## src/rtl/paralelo_serie_param.sv

```systemverilog
// paralelo_serie_param: parallel-to-serial transmitter for the phy_tx path.
// WIDTH-bit words enter a DEPTH-entry FIFO through valid/ready and leave one bit
// per clk_8f cycle. IDLE_WORD (comma) frames fill the line when nothing is queued,
// and MIN_IDLE comma frames are always sent after reset so the receiver can lock.
//
// Optional build macro PS_PARITY_EN: appends one even-parity bit (^word) after the
// WIDTH data bits of every frame, data or idle (frame length WIDTH+1).
//
// Ports
//   clk_8f        in   serial bit clock, all logic on its rising edge
//   reset         in   asynchronous active-low reset
//   data_inP      in   parallel word
//   valid_in      in   data_inP valid
//   ready_out     out  FIFO can accept (combinational from registered level)
//   data_outS     out  serial line, registered
//   word_start    out  registered, high with the first bit of every frame
//   sending_data  out  registered, high for the whole frame when it carries data
//   fifo_level    out  queued words, 0..DEPTH, registered
module paralelo_serie_param #(
   parameter int unsigned      WIDTH     = 8,
   parameter int unsigned      DEPTH     = 4,
   parameter logic [WIDTH-1:0] IDLE_WORD = WIDTH'(8'hBC),
   parameter int unsigned      MIN_IDLE  = 2,
   parameter bit               MSB_FIRST = 1'b1
) (
   input  logic                    clk_8f,
   input  logic                    reset,
   input  logic [WIDTH-1:0]        data_inP,
   input  logic                    valid_in,
   output logic                    ready_out,
   output logic                    data_outS,
   output logic                    word_start,
   output logic                    sending_data,
   output logic [$clog2(DEPTH):0]  fifo_level
);

   localparam int unsigned PTR_W  = $clog2(DEPTH);
   localparam int unsigned LVL_W  = PTR_W + 1;
`ifdef PS_PARITY_EN
   localparam int unsigned FL     = WIDTH + 1;
`else
   localparam int unsigned FL     = WIDTH;
`endif
   localparam int unsigned CNT_W  = $clog2(FL);
   localparam int unsigned IDLE_W = $clog2(MIN_IDLE + 1);

   typedef enum logic {SYNC = 1'b0, RUN = 1'b1} state_t;

   state_t             state_q,      state_d;
   logic [IDLE_W-1:0]  idle_cnt_q,   idle_cnt_d;
   logic               start_q,      start_d;
   logic [CNT_W-1:0]   cnt_q,        cnt_d;
   logic [FL-1:0]      shift_q,      shift_d;
   logic               dout_q,       dout_d;
   logic               ws_q,         ws_d;
   logic               sending_q,    sending_d;
   logic [LVL_W-1:0]   level_q,      level_d;
   logic [PTR_W-1:0]   wr_ptr_q,     wr_ptr_d;
   logic [PTR_W-1:0]   rd_ptr_q,     rd_ptr_d;
   logic [WIDTH-1:0]   mem_q [DEPTH];

   logic               push_c;
   logic               pop_c;
   logic               boundary_c;
   logic [WIDTH-1:0]   word_c;
   logic [FL-1:0]      frame_c;

   // Put the word into transmit order: result bit WIDTH-1 goes on the line first.
   function automatic logic [WIDTH-1:0] order_bits(input logic [WIDTH-1:0] w);
      logic [WIDTH-1:0] r;
      if (MSB_FIRST) r = w;
      else           r = {<<{w}};
      return r;
   endfunction

   assign ready_out  = reset & (level_q < LVL_W'(DEPTH));
   assign push_c     = valid_in & ready_out;
   // start_q marks the first edge after reset release, which always opens a frame.
   assign boundary_c = start_q | (cnt_q == CNT_W'(FL - 1));
   // Pop uses the registered level, so a word pushed on this edge is not visible yet.
   assign pop_c      = boundary_c & (state_q == RUN) & (level_q != '0);
   assign word_c     = pop_c ? mem_q[rd_ptr_q] : IDLE_WORD;

   // Frame image, first transmitted bit in the MSB position.
   always_comb begin
      frame_c = '0;
`ifdef PS_PARITY_EN
      frame_c = {order_bits(word_c), ^word_c};
`else
      frame_c = order_bits(word_c);
`endif
   end

   // Next-state logic: framing, sync sequencing and FIFO bookkeeping.
   always_comb begin
      state_d    = state_q;
      idle_cnt_d = idle_cnt_q;
      start_d    = 1'b0;
      cnt_d      = cnt_q + CNT_W'(1);
      shift_d    = shift_q << 1;
      dout_d     = shift_q[FL-1];
      ws_d       = 1'b0;
      sending_d  = sending_q;
      level_d    = level_q;
      wr_ptr_d   = wr_ptr_q;
      rd_ptr_d   = rd_ptr_q;

      if (boundary_c) begin
         cnt_d     = '0;
         ws_d      = 1'b1;
         dout_d    = frame_c[FL-1];
         shift_d   = frame_c << 1;
         sending_d = pop_c;
         // Idle frames are counted as they are loaded; the last one is still sent in
         // SYNC, so data can follow it immediately at the next boundary.
         if (state_q == SYNC) begin
            idle_cnt_d = idle_cnt_q + IDLE_W'(1);
            if (idle_cnt_q == IDLE_W'(MIN_IDLE - 1)) state_d = RUN;
         end
      end

      if (push_c) wr_ptr_d = wr_ptr_q + PTR_W'(1);
      if (pop_c)  rd_ptr_d = rd_ptr_q + PTR_W'(1);

      case ({push_c, pop_c})
         2'b10:   level_d = level_q + LVL_W'(1);
         2'b01:   level_d = level_q - LVL_W'(1);
         default: level_d = level_q;
      endcase
   end

   // State and control registers.
   always_ff @(posedge clk_8f or negedge reset) begin
      if (!reset) begin
         state_q    <= SYNC;
         idle_cnt_q <= '0;
         start_q    <= 1'b1;
         cnt_q      <= '0;
         shift_q    <= '0;
         dout_q     <= 1'b0;
         ws_q       <= 1'b0;
         sending_q  <= 1'b0;
         level_q    <= '0;
         wr_ptr_q   <= '0;
         rd_ptr_q   <= '0;
      end else begin
         state_q    <= state_d;
         idle_cnt_q <= idle_cnt_d;
         start_q    <= start_d;
         cnt_q      <= cnt_d;
         shift_q    <= shift_d;
         dout_q     <= dout_d;
         ws_q       <= ws_d;
         sending_q  <= sending_d;
         level_q    <= level_d;
         wr_ptr_q   <= wr_ptr_d;
         rd_ptr_q   <= rd_ptr_d;
      end
   end

   // FIFO storage; contents are meaningless while the level says empty, so no reset.
   always_ff @(posedge clk_8f) begin
      if (push_c) mem_q[wr_ptr_q] <= data_inP;
   end

   assign data_outS    = dout_q;
   assign word_start   = ws_q;
   assign sending_data = sending_q;
   assign fifo_level   = level_q;

endmodule
```

## config.mk

```make
export PLATFORM = sky130hd
export DESIGN_NAME = paralelo_serie_param
export DESIGN_NICKNAME = d
export VERILOG_FILES = /design/src/rtl/paralelo_serie_param.sv
export SDC_FILE = /design/constraint.sdc
export NUM_CORES = 1
export LEC_CHECK = 0
export BUFFER_PORTS_ARGS = -buffer_cell sky130_fd_sc_hd__buf_2
export CORE_UTILIZATION = 50
export DETAILED_ROUTE_END_ITERATION = 10
export GPL_ROUTABILITY_DRIVEN = 0
export GPL_TIMING_DRIVEN = 0
export PLACE_DENSITY = 0.7
export SYNTH_ARGS = -nofsm -noshare
export SYNTH_HDL_FRONTEND = slang
export SYNTH_SLANG_ARGS = --single-unit
```

## constraint.sdc

```tcl
create_clock -name clk_8f -period 3.4 [get_ports clk_8f]
set_input_delay 0.17 -clock clk_8f [delete_from_list [all_inputs] [get_ports clk_8f]]
set_output_delay 0.17 -clock clk_8f [all_outputs]
set_load 0.01 [all_outputs]
```

==> results.py <==
metrics = {
    "sta": {
        "setup_ws_ns": 0.925,
        "relSlewSlack": 0.640,
        "fin_skew_ns": 0.00598,
        "tightestPinTransition_ns": 0.540,
        "fmax_mhz": 404,
        "timing.setup.tns_ns": 0,
        "setup_viol": 0,
        "rsz0062_at_grt": "no",
        "finalCriticalPeriod_ns": 2.48,
        "slew_viol_final": 0,
        "hold_viol_final": 0,
        "finalCritPeriodShare": 0.728,
    },
    "synth": {
        "ys_seq_elements": 56,
        "yosysMostFrequentCell": "edfxtp_1",
        "syn_inst": 121,
        "netlist.top_cell.by_area": "edfxtp_1",
        "synth_edf_count": 32,
        "syn-num-nets": 141,
        "synthArstFlopShare": 0.429,
        "synth_area_per_cell_um2": 18.2,
        "ys_top_cells_by_count": "edfxtp_1 (32), dfrtp_1 (23), ha_1 (8), inv_1 (8), mux4_2 (8)",
        "synth_top_area_share": 0.437,
        "synth_area_um2": 2200,
        "synth_cell_types": 27,
        "yosysWarnings": 0,
        "ys_seq_area_frac": 0.711,
        "synthTopCellsByArea": "edfxtp_1 (44%), dfrtp_1 (26%), mux4_2 (8.2%)",
        "synth_flop_cell": "edfxtp_1",
    },
    "power": {
        "vdd_drop_max_uv": 432,
        "power_frac_seq": 0.517,
        "share_comb_of_total_power": 0.290,
        "power_frac_clock": 0.193,
        "intPower_uw": 1270,
        "p_switching_uw": 523,
        "p_sw_frac": 0.292,
        "p_leak_uw": 0.000987,
        "power.density_nw_per_um2": 734,
    },
    "route": {
        "wire_per_inst_um": 17.6,
        "routed_wl_mm": 3.47,
        "drt-initial-drc-count": 33,
        "vias": 1049,
        "via_per_inst": 5.32,
        "post-route-drc-count": 0,
        "ant_nets": 0,
        "dr.pass1.iters": 4,
    },
    "cells_and_area": {
        "areaGrowthSynthToFinish_pct": 10.8,
        "diodes": 0,
        "fin_nets": 166,
        "drive_above_1_share": 0.265,
        "post-route-util": 0.592,
    },
    "global_routing": {
        "grt_first_pass_wirelength_mm": 5.53,
        "first_global_vias": 1135,
        "antenna_found_initial": 0,
        "grt_max_degree": 26,
        "grt_remaining_overflow": 0,
        "grt.total_usage": 0.177,
    },
    "die": {
        "start_util": 0.534,
        "die-area_um2": 4670,
        "io_pins": 18,
        "fp-row-count": 23,
        "coreArea_um2": 4120,
        "die_w_um": 68.3,
        "die_h_um": 68.3,
    },
    "clock_tree": {
        "cts_buffers": 5,
        "clockRootBuffer": "clkbuf_8",
        "cts_setup_buffers": 0,
        "cts.htree.levels": 2,
        "tritoncts": "yes",
        "clk-insertion-delay-late_ns": 0.31,
        "clock_path_buffers": 2,
        "clk_pin_slew_worst_paths_ns": 0.09,
        "cts.sinks": 56,
    },
    "run": {
        "cap_violations": 0,
    },
    "critical_path": {
        "startpoint_type": "flop",
        "worstSetupEndpointType": "flop",
        "required_ns": 3.59,
        "worstPathArrival_ns": 2.67,
        "worstSetupPathType": "reg2reg",
        "critPathMaxFanout": 10,
        "r2r_slack_ns": 0.92,
    },
    "run_status": {
        "outcome": "finished, final reports clean",
    },
    "placed_design": {
        "portBuffers": 17,
        "pre_cts_slack_ns": 0.899,
        "dpl.hpwl_mm": 2.33,
    },
    "worst_hold_path": {
        "hp-class": "in2reg",
    },
}
layer usage:
| metal | wire length, µm | vias up | GRT usage |
|---|---|---|---|
| met5 | 0 | - | 0 |
| met4 | 79 | 0 | 0.102 |
| met3 | 115 | 8 | 0.0433 |
| met2 | 1710 | 18 | 0.266 |
| met1 | 1560 | 534 | 0.235 |
| li1 | - | 489 | - |
state kept, by name, indices dropped and copies added (netlist names):
register and flops:
word_start 1, idle_cnt_q 2, mem_q 32, fifo_level 3, state_q 1, cnt_q 3
rd_ptr_q 2, shift_q 7, sending_data 1, data_outS 1, wr_ptr_q 2, start_q 1
critical path: stages, from the launching register on:
cell and delay [ns]:
dfrtp_1 0.40, ha_1 0.20, ha_1 0.19, nor2_2 0.29, inv_2 0.18, nand3b_4 0.16, inv_1 0.11, ha_1 0.22
inv_1 0.07, fa_1 0.18, xor2_1 0.14, nor2_1 0.06, xor2_1 0.14
worst paths after layout:
check	from	to	depth (start not counted)
max in group asynchronous	reset	start_q$_DFF_PN1_	2
min in group asynchronous	reset	data_outS$_DFF_PN0_	2
min reg2reg	cnt_q[0]$_DFF_PN0_	cnt_q[0]$_DFF_PN0_	1
max reg2reg	cnt_q[0]$_DFF_PN0_	fifo_level[2]$_DFFE_PN0P_	12
max	cnt_q[0]$_DFF_PN0_	fifo_level[2]$_DFFE_PN0P_	12
min	data_inP[1]	mem_q[0][1]$_DFFE_PP_	1
through the flow:
step	area (µm²)	hold WS, ns	std cells	power, µW
final	2440	0.0739	197	1790
after global routing	2440	0.0711	197	1900
after CTS	2440	0.0690	197	1810
after detailed placement	2350	0.191	188	1470
after global placement	2350	0.168	188	1430
after floorplan	2200	-0.126	121	1310
cell families after synthesis:
kind of cell,Yosys count,synth area share
AOI/OAI and AO/OA,8,0.0313
buffers and inverters,11,0.0228
adders and majority gates,9,0.0546
and+or+nand+nor,18,0.0546
muxes,11,0.0962
other,1,0.00171
xor gates and xnor gates,7,0.0279
DFF,56,0.711
cells in the final DEF, fill, tap and decap left out:
master	instances
inv_2	1
nand3b_4	1
o22a_1	5
a22o_1	2
nand2_1	2
buf_6	1
clkbuf_1	2
conb_1	1
nor3_1	1
dfrtp_1	23
buf_2	17
clkbuf_8	5
xnor2_1	3
fa_1	1
xor2_1	4
a21o_1	1
dlygate4sd3_1	1
clkinv_1	1
mux2_2	1
and3_1	4
mux2i_1	2
nor2b_2	1
clkbuf_2	1
inv_1	8
and4b_2	1
nor2_1	3
mux4_2	8
nor2_2	1
edfxtp_1	32
and2_1	4
ha_1	8
dfstp_2	1
cell type report:
type | count | area (µm²)
fillers | 302 | 1680
flip-flops and latches | 56 | 1560
multi-input cells | 54 | 586
repair buffers | 18 | 95.1
clock buffers | 7 | 76.3
well taps | 50 | 62.6
inverters | 9 | 33.8
plain buffers | 2 | 16.3
clock inverters | 1 | 3.75
power by group through the flow:
stage / logic [µW] / registers [µW] / clock network [µW]
floorplan: 377 / 938 / 0
global placement: 502 / 930 / 0
detailed placement: 529 / 941 / 0
CTS: 532 / 926 / 351
global route: 580 / 941 / 378
finish: 518 / 925 / 345
what timing repair did:
| item | 4_1_cts | 5_1_grt |
|---|---|---|
| hold buffers | 1 | 0 |
| gates resized for setup | 0 | 0 |
| hold endpoints to repair | 23 | 0 |
Note: power is estimated with default switching activity, not from simulation.
